### src/rtl/rename_pkg.sv
`default_nettype none
// ============================================================================
//  Module      : rename_pkg
//  Description : Shared constants, tag/pointer typedefs and a constant-time
//                ceil(log2) helper for the renaming-stage free register list.
//  Revision    : 1.0  initial release
// ============================================================================
package rename_pkg;

  // Ceil(log2(value)); usable in parameter and port-width expressions.
  function automatic int clog2(input int value);
    int r;
    r = 0;
    while ((1 << r) < value) begin
      r = r + 1;
    end
    return r;
  endfunction

  localparam int PHYS_W     = 6;   // physical register tag width
  localparam int DEPTH      = 32;  // free-list entries (power of two)
  localparam int FIRST_FREE = 32;  // tag held by entry 0 after reset
  localparam int PTR_W      = clog2(DEPTH) + 1;

  typedef logic [PHYS_W-1:0] phys_tag_t;
  typedef logic [PTR_W-1:0]  frl_ptr_t;

endpackage
`default_nettype wire

### src/rtl/frl_compact.sv
`default_nettype none
// ============================================================================
//  Module      : frl_compact
//  Description : Combinational lane compactor. Valid lanes are packed in
//                ascending lane order into the low slots of packed_tag; the
//                number of valid lanes is returned in packed_cnt. Unused
//                slots read as zero.
//  Ports       : lane_vld   [LANES]        per-lane valid
//                lane_tag   [LANES*TAG_W]  per-lane tag, lane i at slice i
//                packed_tag [LANES*TAG_W]  compacted tags, slot k at slice k
//                packed_cnt [CNT_W]        number of valid lanes
//  Revision    : 1.0  initial release
// ============================================================================
module frl_compact
  import rename_pkg::*;
#(
  parameter int LANES = 2,
  parameter int TAG_W = 6,
  parameter int CNT_W = clog2(LANES + 1)
) (
  input  logic [LANES-1:0]       lane_vld,
  input  logic [LANES*TAG_W-1:0] lane_tag,
  output logic [LANES*TAG_W-1:0] packed_tag,
  output logic [CNT_W-1:0]       packed_cnt
);

  // packed_cnt doubles as the write cursor while scanning lanes low to high.
  always_comb begin
    packed_tag = '0;
    packed_cnt = '0;
    for (int i = 0; i < LANES; i++) begin
      if (lane_vld[i]) begin
        packed_tag[int'(packed_cnt)*TAG_W +: TAG_W] = lane_tag[i*TAG_W +: TAG_W];
        packed_cnt = packed_cnt + 1'b1;
      end
    end
  end

endmodule
`default_nettype wire

### src/rtl/frl_multiport.sv
`default_nettype none
// ============================================================================
//  Module      : frl_multiport
//  Description : Multi-port free register list. Hands out up to RD_PORTS
//                free physical tags per cycle (all-or-nothing), accepts up
//                to WR_PORTS freed tags per cycle (compacted), restores the
//                head pointer from the CFC checkpoint on flush, and raises a
//                sticky overflow flag if a push would exceed DEPTH.
//  Config      : FRL_BYPASS_EN - when defined, tags freed this cycle are
//                forwarded to the read slots and counted as available in the
//                same cycle.
//  Ports       : clk, resetb (sync, active low)
//                Dis_FrlReadCnt       tags requested this cycle
//                Frl_Grant            request granted
//                Frl_RdPhyAddr        slot j = tag at head+j
//                Frl_AvailCnt         tags allocatable this cycle
//                Frl_Empty            Frl_AvailCnt == 0
//                Rob_Commit           per-lane commit valid
//                Rob_CommitRegWrite   per-lane destination-write flag
//                Rob_CommitPrePhyAddr per-lane freed tag
//                Cdb_Flush            restore head from Cfc_FrlHeadPtr
//                Cfc_FrlHeadPtr       checkpointed head pointer
//                Frl_HeadPtr          current head pointer
//                Frl_Overflow         sticky overflow error
//  Revision    : 1.0  initial release
// ============================================================================
module frl_multiport
  import rename_pkg::*;
#(
  parameter int PHYS_W     = rename_pkg::PHYS_W,
  parameter int DEPTH      = rename_pkg::DEPTH,
  parameter int RD_PORTS   = 2,
  parameter int WR_PORTS   = 2,
  parameter int FIRST_FREE = rename_pkg::FIRST_FREE,
  localparam int PTR_W     = clog2(DEPTH) + 1,
  localparam int RC_W      = clog2(RD_PORTS) + 1
) (
  input  logic                         clk,
  input  logic                         resetb,
  input  logic [RC_W-1:0]              Dis_FrlReadCnt,
  output logic                         Frl_Grant,
  output logic [RD_PORTS*PHYS_W-1:0]   Frl_RdPhyAddr,
  output logic [PTR_W-1:0]             Frl_AvailCnt,
  output logic                         Frl_Empty,
  input  logic [WR_PORTS-1:0]          Rob_Commit,
  input  logic [WR_PORTS-1:0]          Rob_CommitRegWrite,
  input  logic [WR_PORTS*PHYS_W-1:0]   Rob_CommitPrePhyAddr,
  input  logic                         Cdb_Flush,
  input  logic [PTR_W-1:0]             Cfc_FrlHeadPtr,
  output logic [PTR_W-1:0]             Frl_HeadPtr,
  output logic                         Frl_Overflow
);

  localparam int IDX_W = clog2(DEPTH);
  localparam int WC_W  = clog2(WR_PORTS + 1);

  // --------------------------------------------------------------------------
  // State
  // --------------------------------------------------------------------------
  logic [PTR_W-1:0]  head_q, head_d;
  logic [PTR_W-1:0]  tail_q, tail_d;
  logic [PHYS_W-1:0] mem_q [DEPTH];
  logic [PHYS_W-1:0] mem_d [DEPTH];
  logic              overflow_q, overflow_d;

  // --------------------------------------------------------------------------
  // Commit lane compaction
  // --------------------------------------------------------------------------
  logic [WR_PORTS-1:0]        lane_vld;
  logic [WR_PORTS*PHYS_W-1:0] push_tag;
  logic [WC_W-1:0]            push_cnt;

  assign lane_vld = Rob_Commit & Rob_CommitRegWrite;

  frl_compact #(
    .LANES (WR_PORTS),
    .TAG_W (PHYS_W),
    .CNT_W (WC_W)
  ) u_compact (
    .lane_vld   (lane_vld),
    .lane_tag   (Rob_CommitPrePhyAddr),
    .packed_tag (push_tag),
    .packed_cnt (push_cnt)
  );

  // --------------------------------------------------------------------------
  // Occupancy, availability and grant
  // --------------------------------------------------------------------------
  logic [PTR_W-1:0] count;
  logic [PTR_W-1:0] push_ext;
  logic [PTR_W:0]   count_plus_push;
  logic             overflow_hit;

  // Pointer difference wraps naturally; the wrap bit disambiguates full/empty.
  assign count           = tail_q - head_q;
  assign push_ext        = PTR_W'(push_cnt);
  assign count_plus_push = {1'b0, count} + {1'b0, push_ext};
  assign overflow_hit    = count_plus_push > (PTR_W+1)'(DEPTH);

`ifdef FRL_BYPASS_EN
  assign Frl_AvailCnt = overflow_hit ? PTR_W'(DEPTH) : count_plus_push[PTR_W-1:0];
`else
  assign Frl_AvailCnt = count;
`endif

  assign Frl_Empty = (Frl_AvailCnt == '0);

  // A zero-size request is never reported as granted.
  assign Frl_Grant = (Dis_FrlReadCnt != '0) &&
                     (PTR_W'(Dis_FrlReadCnt) <= Frl_AvailCnt) &&
                     !Cdb_Flush;

  assign Frl_HeadPtr  = head_q;
  assign Frl_Overflow = overflow_q;

  // --------------------------------------------------------------------------
  // Read slots
  // --------------------------------------------------------------------------
  logic [IDX_W-1:0] rd_idx;
`ifdef FRL_BYPASS_EN
  logic [PTR_W-1:0] byp_off;
`endif

  always_comb begin
    rd_idx        = '0;
    Frl_RdPhyAddr = '0;
`ifdef FRL_BYPASS_EN
    byp_off       = '0;
`endif
    for (int j = 0; j < RD_PORTS; j++) begin
      rd_idx = head_q[IDX_W-1:0] + IDX_W'(j);
      Frl_RdPhyAddr[j*PHYS_W +: PHYS_W] = mem_q[rd_idx];
`ifdef FRL_BYPASS_EN
      // Slots at or beyond the tail come from this cycle's compacted pushes.
      byp_off = PTR_W'(j) - count;
      if ((PTR_W'(j) >= count) && (byp_off < PTR_W'(WR_PORTS))) begin
        Frl_RdPhyAddr[j*PHYS_W +: PHYS_W] = push_tag[int'(byp_off)*PHYS_W +: PHYS_W];
      end
`endif
    end
  end

  // --------------------------------------------------------------------------
  // Next state
  // --------------------------------------------------------------------------
  logic [IDX_W-1:0] wr_idx;

  always_comb begin
    head_d     = head_q;
    tail_d     = tail_q;
    overflow_d = overflow_q;
    mem_d      = mem_q;
    wr_idx     = '0;

    // Flush overrides any grant (the grant is already masked by the flush).
    if (Cdb_Flush) begin
      head_d = Cfc_FrlHeadPtr;
    end else if (Frl_Grant) begin
      head_d = head_q + PTR_W'(Dis_FrlReadCnt);
    end

    // Pushes are all-or-nothing: an overflowing cycle writes nothing.
    if (overflow_hit) begin
      overflow_d = 1'b1;
    end else begin
      for (int k = 0; k < WR_PORTS; k++) begin
        if (PTR_W'(k) < push_ext) begin
          wr_idx        = tail_q[IDX_W-1:0] + IDX_W'(k);
          mem_d[wr_idx] = push_tag[k*PHYS_W +: PHYS_W];
        end
      end
      tail_d = tail_q + push_ext;
    end
  end

  always_ff @(posedge clk) begin
    if (!resetb) begin
      head_q     <= '0;
      tail_q     <= PTR_W'(DEPTH);
      overflow_q <= 1'b0;
      for (int i = 0; i < DEPTH; i++) begin
        mem_q[i] <= PHYS_W'(FIRST_FREE + i);
      end
    end else begin
      head_q     <= head_d;
      tail_q     <= tail_d;
      overflow_q <= overflow_d;
      mem_q      <= mem_d;
    end
  end

endmodule
`default_nettype wire

### config.mk
export PLATFORM = sky130hd
export DESIGN_NAME = frl_multiport
export DESIGN_NICKNAME = d
export VERILOG_FILES = /design/src/rtl/rename_pkg.sv /design/src/rtl/frl_compact.sv /design/src/rtl/frl_multiport.sv
export SDC_FILE = /design/constraint.sdc
export NUM_CORES = 1
export LEC_CHECK = 0
export CAP_MARGIN = 20
export CORE_MARGIN = 3
export CORE_UTILIZATION = 55
export CTS_CLUSTER_SIZE = 10
export DETAILED_ROUTE_END_ITERATION = 10
export PLACE_DENSITY = 0.73
export SLEW_MARGIN = 30
export SYNTH_ARGS = -nofsm -noshare
export SYNTH_HDL_FRONTEND = slang
export SYNTH_SLANG_ARGS = --single-unit
### constraint.sdc
create_clock -name clk -period 4.65 [get_ports clk]
set_input_delay 0.93 -clock clk [delete_from_list [all_inputs] [get_ports clk]]
set_output_delay 0.93 -clock clk [all_outputs]
set_load 0.02 [all_outputs]
==> results.md, run 1 <==
- The run finished with clean final reports.
- The worst voltage drop across the vdd grid is 277 uV.
- For this run, the top clock speed supported by timing is 220 MHz.
- The final cell count without fillers is 2,351.
- The number of port buffers is 53.
- The net switching fraction of the power is 40.6%.
- STA classifies the critical path endpoint as an output port.
- The residual DRC count is 0.
- The minimum setup slack after placement is 0.117 ns.
- The largest single stage delay on the critical path is 0.74 ns.
- Counting flops and latches in the post-synthesis netlist gives 205.
- The detail-routed net length per standard cell is 25.4 um.
- Summed over all failing endpoints, the final setup total negative slack is 0 ns.
- The die width is 177 um.
- The number of iterations in the first detailed-routing pass is 6.
- At the pin with the least slew margin, the transition time is 1.10 ns.
- Counting buffers and inverters, the worst setup path is 6 cells deep.
- Setup violations remaining at the end of the flow were counted as 0.
- The global router's overall resource usage is 37.4%.
- The final RePlAce weighted congestion is 1.02.
- CTS built an H-tree with a depth of 1.
- The fill cell total of the finished layout is 2,506.
- The detail route stage leaves a number of antenna-violating nets equal to 0.
- The I/O pin count is 54.
- Averaged over all synthesized cells, the footprint is 7.96 um2.
- Including well taps, the total number of placed cells is 2,306.
- The maximum number of pins on one net before global-route repair is 156.
- TritonCTS built the clock tree.
- Cells with a size suffix above 1 make up 13.7% of the layout.
- The area growth from synthesis to layout is 10.9%.
- Counting flops with an async set or reset pin after synthesis yields a share of 0%.
- The final critical path takes up 97.9% of the cycle.
- The count of buffer and inverter cells on the critical path is 2.
- After detailed routing, the total wire length is 59,800 um.
- The leakage dissipation is 7.42 nW.
- The share of the Yosys chip area taken by registers is 25.4%.
- The worst setup path is launched from a flop.
- In the synthesized netlist the dominant register cell turns out to be sky130_fd_sc_hd__dfxtp_1.
- The final hold violation count came to 0.
- The final setup skew is 0.0250 ns.
- The worst reg-to-reg path cell count is 13.
- In this run, flip-flops and latches consume 30.5% of the power.
- The tree is rooted in a sky130_fd_sc_hd__clkbuf_16.
- The cell with the largest stage delay on the worst path is sky130_fd_sc_hd__buf_4.
- The initial core utilization is 56.1%.
- The sum of net half-perimeters after detailed placement is 36,300 um.
- The power density of the placed cells is 378 mW/mm2.
- The count of final max-slew check failures is 0.
- The total number of vias is 16,900.
- The synthesized netlist cell count is 2,031.
- Clock-pin slew was measured on the worst setup and hold paths at 0.06 ns.
- Counting flops with a built-in enable in the synthesized netlist gives 0.
- After detailed routing, the number of vias per cell comes to 7.19.
- The worst hold path passes through 2 cells.
- The insertion delay of the later-clocked pin in the worst-skew pair is 0.56 ns.
- The clock sink total is 205.
- The DRC marker count from the first detailed-route iteration is 2,871.
- The critical path goes through buf_4 > mux4_2 > mux4_2 > nand2_1 > nand2_1 > clkdlybuf4s50_1.
- The tool flagged a number of max-cap violations equal to 0.
- The count of unique library cells instantiated by Yosys is 59.
- The total power is 6.78 mW.
- The critical path is of the reg -> out type.
- The global route total overflow is 0.
- The number of nets in the final layout is 1,997.
- Of the total power, combinational logic draws 40.1%.
- Setup repair after global routing left no endpoint under its margin.
- The cell area after synthesis is 0.0162 mm2.
- Yosys printed 0 warnings.
- The min-delay analysis places its worst path in the category reg -> reg.
- The worst setup slack after layout is 0.0975 ns.
- In this run the core area contains 62 standard-cell rows.
- The area taken by multi-input logic gates is 0.0109 mm2.
- Summed over all nets, the switching power comes to 2.75 mW.
- The initial antenna violation count came to 5.
- The longest clock path from root to sink contains 3 buffers.
- The number of global-route vias before repair came to 15,800.
- In this run the tightest slew margin relative to its limit is 26.5%.
- The number of buffers created by CTS is 26.
- On the critical path the largest part of the delay comes from buffers and inverters.
- The number of nets handed over by synthesis was 2,078.
- The floorplan die area is 0.0315 mm2.
- The smallest clock period supported by the final layout is computed as 4.55 ns.
- The core box area is 0.0289 mm2.
- At the worst endpoint, the required time is 3.72 ns.
- The sequential cells in the finished layout cover a total of 0.00411 mm2.
- STA puts the critical path data arrival time at 3.62 ns.
- The maximum fanout encountered on the critical timing path is 51.
- The total internal power is 4.03 mW.
- The die is 177 um tall.
- The first global-routing pass estimated 93,000 um of wire.
- The clock network burns 29.4% of the power.
## per-stage QoR
stage	hold WS (ns)	util (%)	area, um2
floorplan	0.454	-	16200
global placement	0.467	59.1	17100
detailed placement	0.477	59.2	17100
CTS	0.484	62.0	17900
global route	0.510	62.1	17900
finish	0.481	62.1	17900
## power groups by stage
stage / clock, mW / sequential [mW] / combinational (mW)
after detailed placement: 0 / 2.09 / 2.61
after CTS: 2.00 / 2.05 / 2.62
after global placement: 0 / 2.08 / 2.56
after global routing: 2.07 / 2.08 / 2.84
after floorplan: 0 / 2.03 / 1.76
final: 1.99 / 2.07 / 2.72
## logic make-up after synthesis
kind of cell               Yosys count  synth area share (%)
adders and majority gates           20                  1.73
xor gates and xnor gates             7                 0.379
muxes                              246                  24.6
and+or+nand+nor                    668                  19.3
buffers and inverters              332                  7.99
DFF                                205                  25.4
AOI/OAI and AO/OA                  553                  20.6
## area by class of cell
cell class	instances	area share, %
diodes	1	0.0140
clock buffers	43	4.49
clock inverters	1	0.0907
inverters	94	1.97
multi-input cells	1494	60.6
flip-flops and latches	205	22.9
well taps	384	2.68
repair buffers	129	7.20
## tightest hold or removal path: cells and delay by family (launching register included)
kind	cells	cell delay, ns
flops	1	0.32
simple gates	1	0.05
compound gates	1	0.06
## path summary, 6_finish.rpt
check / from / to / slack [ns]
worst max-delay path: Frl_HeadPtr[1] / Frl_RdPhyAddr[0] / 0.1
worst min-delay path: mem_q[78] / mem_q[78] / 0.48
worst max register to register: tail_q[0] / mem_q[126] / 0.73
worst min register to register: mem_q[78] / mem_q[78] / 0.48
## routing by layer
metal,up-vias,track usage (%),wire [um]
met1,7949,49.5,21700
met5,-,0,45
li1,7350,-,-
met4,6,20.8,4100
met2,1291,55.3,25300
met3,297,10.2,8640
## state kept, by name, summed over array words and instances (netlist names)
name,flops
mem_q,192
tail_q,6
Frl_Overflow,1
Frl_HeadPtr,6
## cells in the final DEF (no fill, tap or decap), types with 7 or more instances in the layout
cell type / synthesis / final
sky130_fd_sc_hd__o211a_1: 30 / 30
sky130_fd_sc_hd__clkbuf_1: 188 / 8
sky130_fd_sc_hd__a31oi_1: 102 / 102
sky130_fd_sc_hd__o311ai_0: 16 / 16
sky130_fd_sc_hd__nor4_1: 19 / 16
sky130_fd_sc_hd__mux2i_1: 116 / 116
sky130_fd_sc_hd__o21ai_0: 143 / 143
sky130_fd_sc_hd__buf_12: 0 / 13
sky130_fd_sc_hd__o211ai_1: 48 / 48
sky130_fd_sc_hd__dfxtp_1: 205 / 202
sky130_fd_sc_hd__and3_1: 8 / 7
sky130_fd_sc_hd__nor2b_1: 7 / 7
sky130_fd_sc_hd__buf_4: 4 / 62
sky130_fd_sc_hd__mux4_2: 120 / 120
sky130_fd_sc_hd__nand3_1: 42 / 42
sky130_fd_sc_hd__inv_1: 92 / 92
sky130_fd_sc_hd__mux2_2: 10 / 10
sky130_fd_sc_hd__ha_1: 16 / 15
sky130_fd_sc_hd__clkdlybuf4s50_1: 0 / 51
sky130_fd_sc_hd__nand4_1: 53 / 53
sky130_fd_sc_hd__nand2_1: 252 / 251
sky130_fd_sc_hd__clkbuf_16: 0 / 26
sky130_fd_sc_hd__clkbuf_8: 0 / 9
sky130_fd_sc_hd__nor3_1: 110 / 110
sky130_fd_sc_hd__and2_1: 3 / 7
sky130_fd_sc_hd__a21oi_1: 174 / 174
sky130_fd_sc_hd__a2111oi_0: 12 / 12
sky130_fd_sc_hd__nand2b_1: 29 / 29
sky130_fd_sc_hd__nor2_1: 113 / 112
## repair_timing
action                                  in CTS  in global routing
hold endpoints to repair                     0                  0
gates resized for setup                      0                  3
endpoints found under the setup margin       0                  1
setup buffers                                0                  0
hold buffers                                 0                  0
## synthesized netlist by cell type, types with 2 or more instances
cell type	count	area share, %
sky130_fd_sc_hd__nand2_1	252	5.8
sky130_fd_sc_hd__o311ai_0	16	0.87
sky130_fd_sc_hd__nand2b_1	29	1.1
sky130_fd_sc_hd__dfxtp_1	205	25
sky130_fd_sc_hd__xnor2_1	6	0.32
sky130_fd_sc_hd__buf_1	26	0.60
sky130_fd_sc_hd__o211ai_1	48	2.2
sky130_fd_sc_hd__mux4_2	120	17
sky130_fd_sc_hd__a21o_1	2	0.093
sky130_fd_sc_hd__clkinv_1	2	0.046
sky130_fd_sc_hd__and2_1	3	0.12
sky130_fd_sc_hd__buf_2	19	0.59
sky130_fd_sc_hd__mux2_2	10	0.70
sky130_fd_sc_hd__o21ai_1	6	0.19
sky130_fd_sc_hd__buf_4	4	0.19
sky130_fd_sc_hd__a21oi_1	174	5.4
sky130_fd_sc_hd__inv_1	92	2.1
sky130_fd_sc_hd__clkbuf_1	188	4.4
sky130_fd_sc_hd__or4_1	3	0.14
sky130_fd_sc_hd__nand3_1	42	1.3
sky130_fd_sc_hd__and3b_1	4	0.22
sky130_fd_sc_hd__mux2i_1	116	7.2
sky130_fd_sc_hd__a31o_2	5	0.27
sky130_fd_sc_hd__nand4_1	53	2.0
sky130_fd_sc_hd__o21ai_0	143	4.4
sky130_fd_sc_hd__and3_1	8	0.31
sky130_fd_sc_hd__or3_1	5	0.19
sky130_fd_sc_hd__fa_1	4	0.50
sky130_fd_sc_hd__ha_1	16	1.2
sky130_fd_sc_hd__nor2b_1	7	0.27
sky130_fd_sc_hd__nor2_1	113	2.6
sky130_fd_sc_hd__o211a_1	30	1.9
sky130_fd_sc_hd__o22ai_1	2	0.077
sky130_fd_sc_hd__a31oi_1	102	3.9
sky130_fd_sc_hd__nor3b_1	6	0.28
sky130_fd_sc_hd__and2_0	4	0.15
sky130_fd_sc_hd__nor3_2	2	0.12
sky130_fd_sc_hd__a2111oi_0	12	0.65
sky130_fd_sc_hd__nor3_1	110	3.4
sky130_fd_sc_hd__nor4_1	19	0.73
sky130_fd_sc_hd__o31ai_1	5	0.23
Note: power is estimated with default switching activity, not from simulation.
==> run 2: changes to the inputs <==
--- a/config.mk
+++ b/config.mk
@@ -11,7 +11,9 @@
 export CTS_CLUSTER_SIZE = 10
 export DETAILED_ROUTE_END_ITERATION = 10
 export PLACE_DENSITY = 0.73
+export SETUP_SLACK_MARGIN = 0.1
 export SLEW_MARGIN = 30
 export SYNTH_ARGS = -nofsm -noshare
 export SYNTH_HDL_FRONTEND = slang
+export SYNTH_HIERARCHICAL = 1
 export SYNTH_SLANG_ARGS = --single-unit
==> results.md, run 2 <==
- The run finished with clean final reports.
- The core box area is 0.0271 mm2 (-6.1%).
- The final cell count without fillers is 2,189 (-6.9%).
- The launching element type of the critical path is a flop.
- The detail-routed net length per standard cell is 23.2 um (-8.8%).
- The final standard cell utilization of the core is 61.6% (-0.56 points).
- The number of placed cells counting well taps is 2,151 (-6.7%).
- The synthesized netlist cell count came to 1,877 (-7.6%).
- The insertion delay of the later-clocked pin in the worst-skew pair is 0.53 ns (-0.03 ns).
- The share of layout cells above drive strength 1 came to 12.9% (-0.80 points).
- The fraction of synthesized area in multiplexers is 24.7% (+0.15 points).
- The maximum number of pins on one net before global-route repair came to 166 (+6.4%).
- The leading area contributor after synthesis is sky130_fd_sc_hd__dfxtp_1.
- The worst setup path is captured at an output port.
- The final cycle utilization of the critical path is 95.9% (-2.0 points).
- The I/O pin count is 54 (unchanged).
- From synthesis to final layout, the design area changed by 9.77%.
- The die width is 172 um (-2.9%).
- The final RePlAce weighted congestion came to 1.02 (about the same).
- The count of buffer and inverter cells on the critical path came to 3 (+1).
- The clock period minus final worst setup slack is 4.46 ns (-0.0935 ns).
- The cell area after synthesis is 0.0152 mm2 (-6.0%).
- The critical path is of the reg -> out type.
- The clock sink total came to 205 (unchanged).
- The number of global-route vias before repair was 13,400 (-15%).
- The power density of the placed cells is 433 mW/mm2 (+15%).
- The required time of the critical path was 3.72 ns (about the same).
- The fraction of synthesized cell area taken by the top area cell type is 27.0% (+1.6 points).
- TritonCTS built the clock tree.
- The met3 global-route usage is 6.95% (-3.3 points).
- The number of hold buffers added after cts is 0 (unchanged).
- The tree is rooted in a sky130_fd_sc_hd__clkbuf_16.
- The DRC marker count from the first detailed-route iteration came to 2,234 (-22%).
- The final setup skew came to 0.00819 ns (-0.0168 ns).
- The layer flagged by global routing as most heavily used is met2.
- The average instance area after synthesis is 8.10 um2 (+1.7%).
- The antenna diode count was 0 (-1).
- In the post-synthesis netlist, the cell with the most instances is sky130_fd_sc_hd__nand2_1.
- The count of unique library cells instantiated by Yosys came to 49 (-17%).
- The async set-reset flop share out of synthesis is 0% (unchanged).
- The routing usage on met1 is 46.0% (-3.6 points).
- The post-synthesis sequential element count is 205 (unchanged).
- The count of nets left with antenna violations after detail routing is 0 (unchanged).
- The floorplan die area is 0.0297 mm2 (-5.8%).
- The maximum root-to-sink buffer count came to 3 (unchanged).
- In the synthesized netlist the dominant register cell turns out to be sky130_fd_sc_hd__dfxtp_1.
- Grouping stages by cell kind, the critical path spends the most delay in buffers and inverters.
- The signal arrival time at the worst endpoint is 3.53 ns (-0.09 ns).
- The initial antenna violation count is 0 (-5).
- The beginning of the critical path is Frl_HeadPtr[1].
- The H-tree depth is 1 (unchanged).
- The total setup violations reported at the end of the flow is 0 (unchanged).
- The initial core utilization was 56.1% (+0.060 points).
- The global-route wire length before repair was 78,100 um (-16%).
- The worst min-delay path category is reg -> reg.
- By area, the combinational part of the netlist is dominated by multiplexers.
- The average vias per placed instance is 6.87 (-4.4%).
- The number of buffers created by CTS is 25 (-3.8%).
- The biggest cell delay along the critical path is 0.69 ns (-0.05 ns).
- The top cell types in the final layout, fill and taps aside, are 369 x sky130_fd_sc_hd__nand2_1, 275 x sky130_fd_sc_hd__o21ai_0, 202 x sky130_fd_sc_hd__dfxtp_1, 182 x sky130_fd_sc_hd__nand3_1, 170 x sky130_fd_sc_hd__o211ai_1.
- The worst voltage drop across the vdd grid is 307 uV (+11%).
- The sequential area share after synthesis came to 27.0% (+1.6 points).
- Setup repair after global routing left no endpoint under its margin.
- The synthesized-area fraction occupied by xor and xnor cells was 0.683% (+0.30 points).
- The commonest cells after synthesis are 369 x sky130_fd_sc_hd__nand2_1, 277 x sky130_fd_sc_hd__o21ai_0, 205 x sky130_fd_sc_hd__dfxtp_1, 182 x sky130_fd_sc_hd__nand3_1, 170 x sky130_fd_sc_hd__o211ai_1.
- The number of flip-flops under the largest register name is 192 (unchanged).
- The area fraction in compound gates after synthesis is 20.9% (+0.28 points).
- The number of port buffers was 53 (unchanged).
- More flip-flops sit in one register than any other, and that register is mem_q.
- The library cell used most frequently in the layout, excluding fill and tap cells, is sky130_fd_sc_hd__nand2_1.
- The number of iterations in the first detailed-routing pass is 6 (unchanged).
- The post-CTS repair timing setup buffer count is 0 (unchanged).
- The cell with the largest stage delay on the worst path is sky130_fd_sc_hd__buf_4.
- The worst slack on hold paths is 0.464 ns (-0.0170 ns).
- The number of cell rows is 60 (-3.2%).
- The maximum clock rate was 224 MHz (+2.1%).
- The maximum fanout encountered on the critical timing path is 51 (unchanged).
- The number of enable flip-flop cells after synthesis is 0 (unchanged).
- The number of maximum-capacitance constraint violations is 0 (unchanged).
- The synthesized-area fraction occupied by and/or/nand/nor cells was 18.7% (-0.62 points).
- The post-synthesis net count is 1,923 (-7.5%).
- The sum of net half-perimeters after detailed placement is 32,500 um (-10%).
- The post-cts repair resize count is 0 (unchanged).
- The worst register-to-register path begins at tail_q[0].
- The slew of the pin with the lowest slew margin came to 0.995 ns (-0.108 ns).
- The fraction of the mapped netlist area in adder cells is 1.76% (+0.028 points).
- The vertical die dimension is 172 um (-2.9%).
- Ranked by total cell area, the synthesized netlist is headed by sky130_fd_sc_hd__dfxtp_1 27%, sky130_fd_sc_hd__mux4_2 18%, sky130_fd_sc_hd__o21ai_0 9.1%.
- The worst-case headroom to the max-slew limit is 33.7% (+7.2 points).
- The most numerous cell type found on the critical path is sky130_fd_sc_hd__buf_4.
- The number of nets in the final layout is 1,853 (-7.2%).
- The final hold violation count was 0 (unchanged).
- The clock-pin slew reported for the worst setup and hold paths after clock tree synthesis was 0.06 ns (about the same).
- The global route total overflow was 0 (unchanged).
- The number of warnings printed during yosys synthesis is 6 (+6).
- The met2 capacity usage during global routing is 51.3% (-4.0 points).
- The count of final max-slew check failures is 0 (unchanged).
- The sum of negative setup slack was 0 ns (unchanged).
- The critical path goes through buf_4 > nand3_1 > xnor2_1 > buf_4 > mux4_2 > mux2_2 > clkdlybuf4s50_1.
- The detailed-route wire length is 50,700 um (-15%).
- The worst min-delay path startpoint is Frl_Overflow.
- The leakage dissipation is 5.57 nW (-25%).
- The residual DRC count is 0 (unchanged).
- The total number of vias is 15,000 (-11%).
- The global router's overall resource usage is 33.4% (-4.0 points).
[run 2: metal layers]
metal  up-vias  share of wire, %
met5         -                 0
met4         0               5.6
met3       191                12
met2       985                44
met1      7120                39
li1       6748                 -
[run 2: power by group]
group / switching (mW) / internal [mW]
clock network: 0.765 / 1.00
registers: 0.347 / 2.10
logic: 1.68 / 1.34
[run 2: layout make-up]
| type | count | area (um2) |
|---|---|---|
| fillers | 2326 | 10400 |
| multi-input cells | 1450 | 10200 |
| flip-flops and latches | 205 | 4110 |
| repair buffers | 109 | 1170 |
| clock buffers | 36 | 687 |
| well taps | 372 | 465 |
| inverters | 16 | 60.1 |
| clock inverters | 1 | 5.00 |
[run 2: stage by stage]
stage                     worst slack, ns  cell area, um2  power [mW]
final                               0.191           16700        7.23
after global routing                0.126           16700        7.59
after CTS                           0.122           16600        7.16
after detailed placement            0.103           16000        5.40
after global placement              0.151           15900        5.30
after floorplan                     0.195           15200        4.49
[run 2: worst register-to-register path, stage by stage, from the launching register on]
cell and delay (ns):
sky130_fd_sc_hd__dfxtp_1 0.32, sky130_fd_sc_hd__inv_1 0.18, sky130_fd_sc_hd__ha_1 0.20, sky130_fd_sc_hd__inv_1 0.05, sky130_fd_sc_hd__fa_1 0.57, sky130_fd_sc_hd__fa_1 0.57
sky130_fd_sc_hd__nor2_1 0.04, sky130_fd_sc_hd__and3_1 0.18, sky130_fd_sc_hd__nand4_1 0.09, sky130_fd_sc_hd__or4b_1 0.50, sky130_fd_sc_hd__o211ai_4 0.23, sky130_fd_sc_hd__buf_4 0.50
sky130_fd_sc_hd__nand3_1 0.17, sky130_fd_sc_hd__o21ai_0 0.12
[run 2: cells by family (layout without fill, tap and decap cells)]
group                      count (synthesis)  after routing
and+or+nand+nor                          661            661
AOI/OAI and AO/OA                        534            534
muxes                                    225            225
buffers and inverters                    222            162
DFF                                      205            205
adders and majority gates                 19             19
xor gates and xnor gates                  11             11
[run 2: path summary, 6_finish.rpt]
kind	slack, ns	to	cells after the start
hold / removal	0.46	Frl_Overflow	1
setup reg to reg	0.86	mem_q[93]	13
hold reg to reg	0.46	Frl_Overflow	1
setup / recovery	0.19	Frl_RdPhyAddr[6]	7
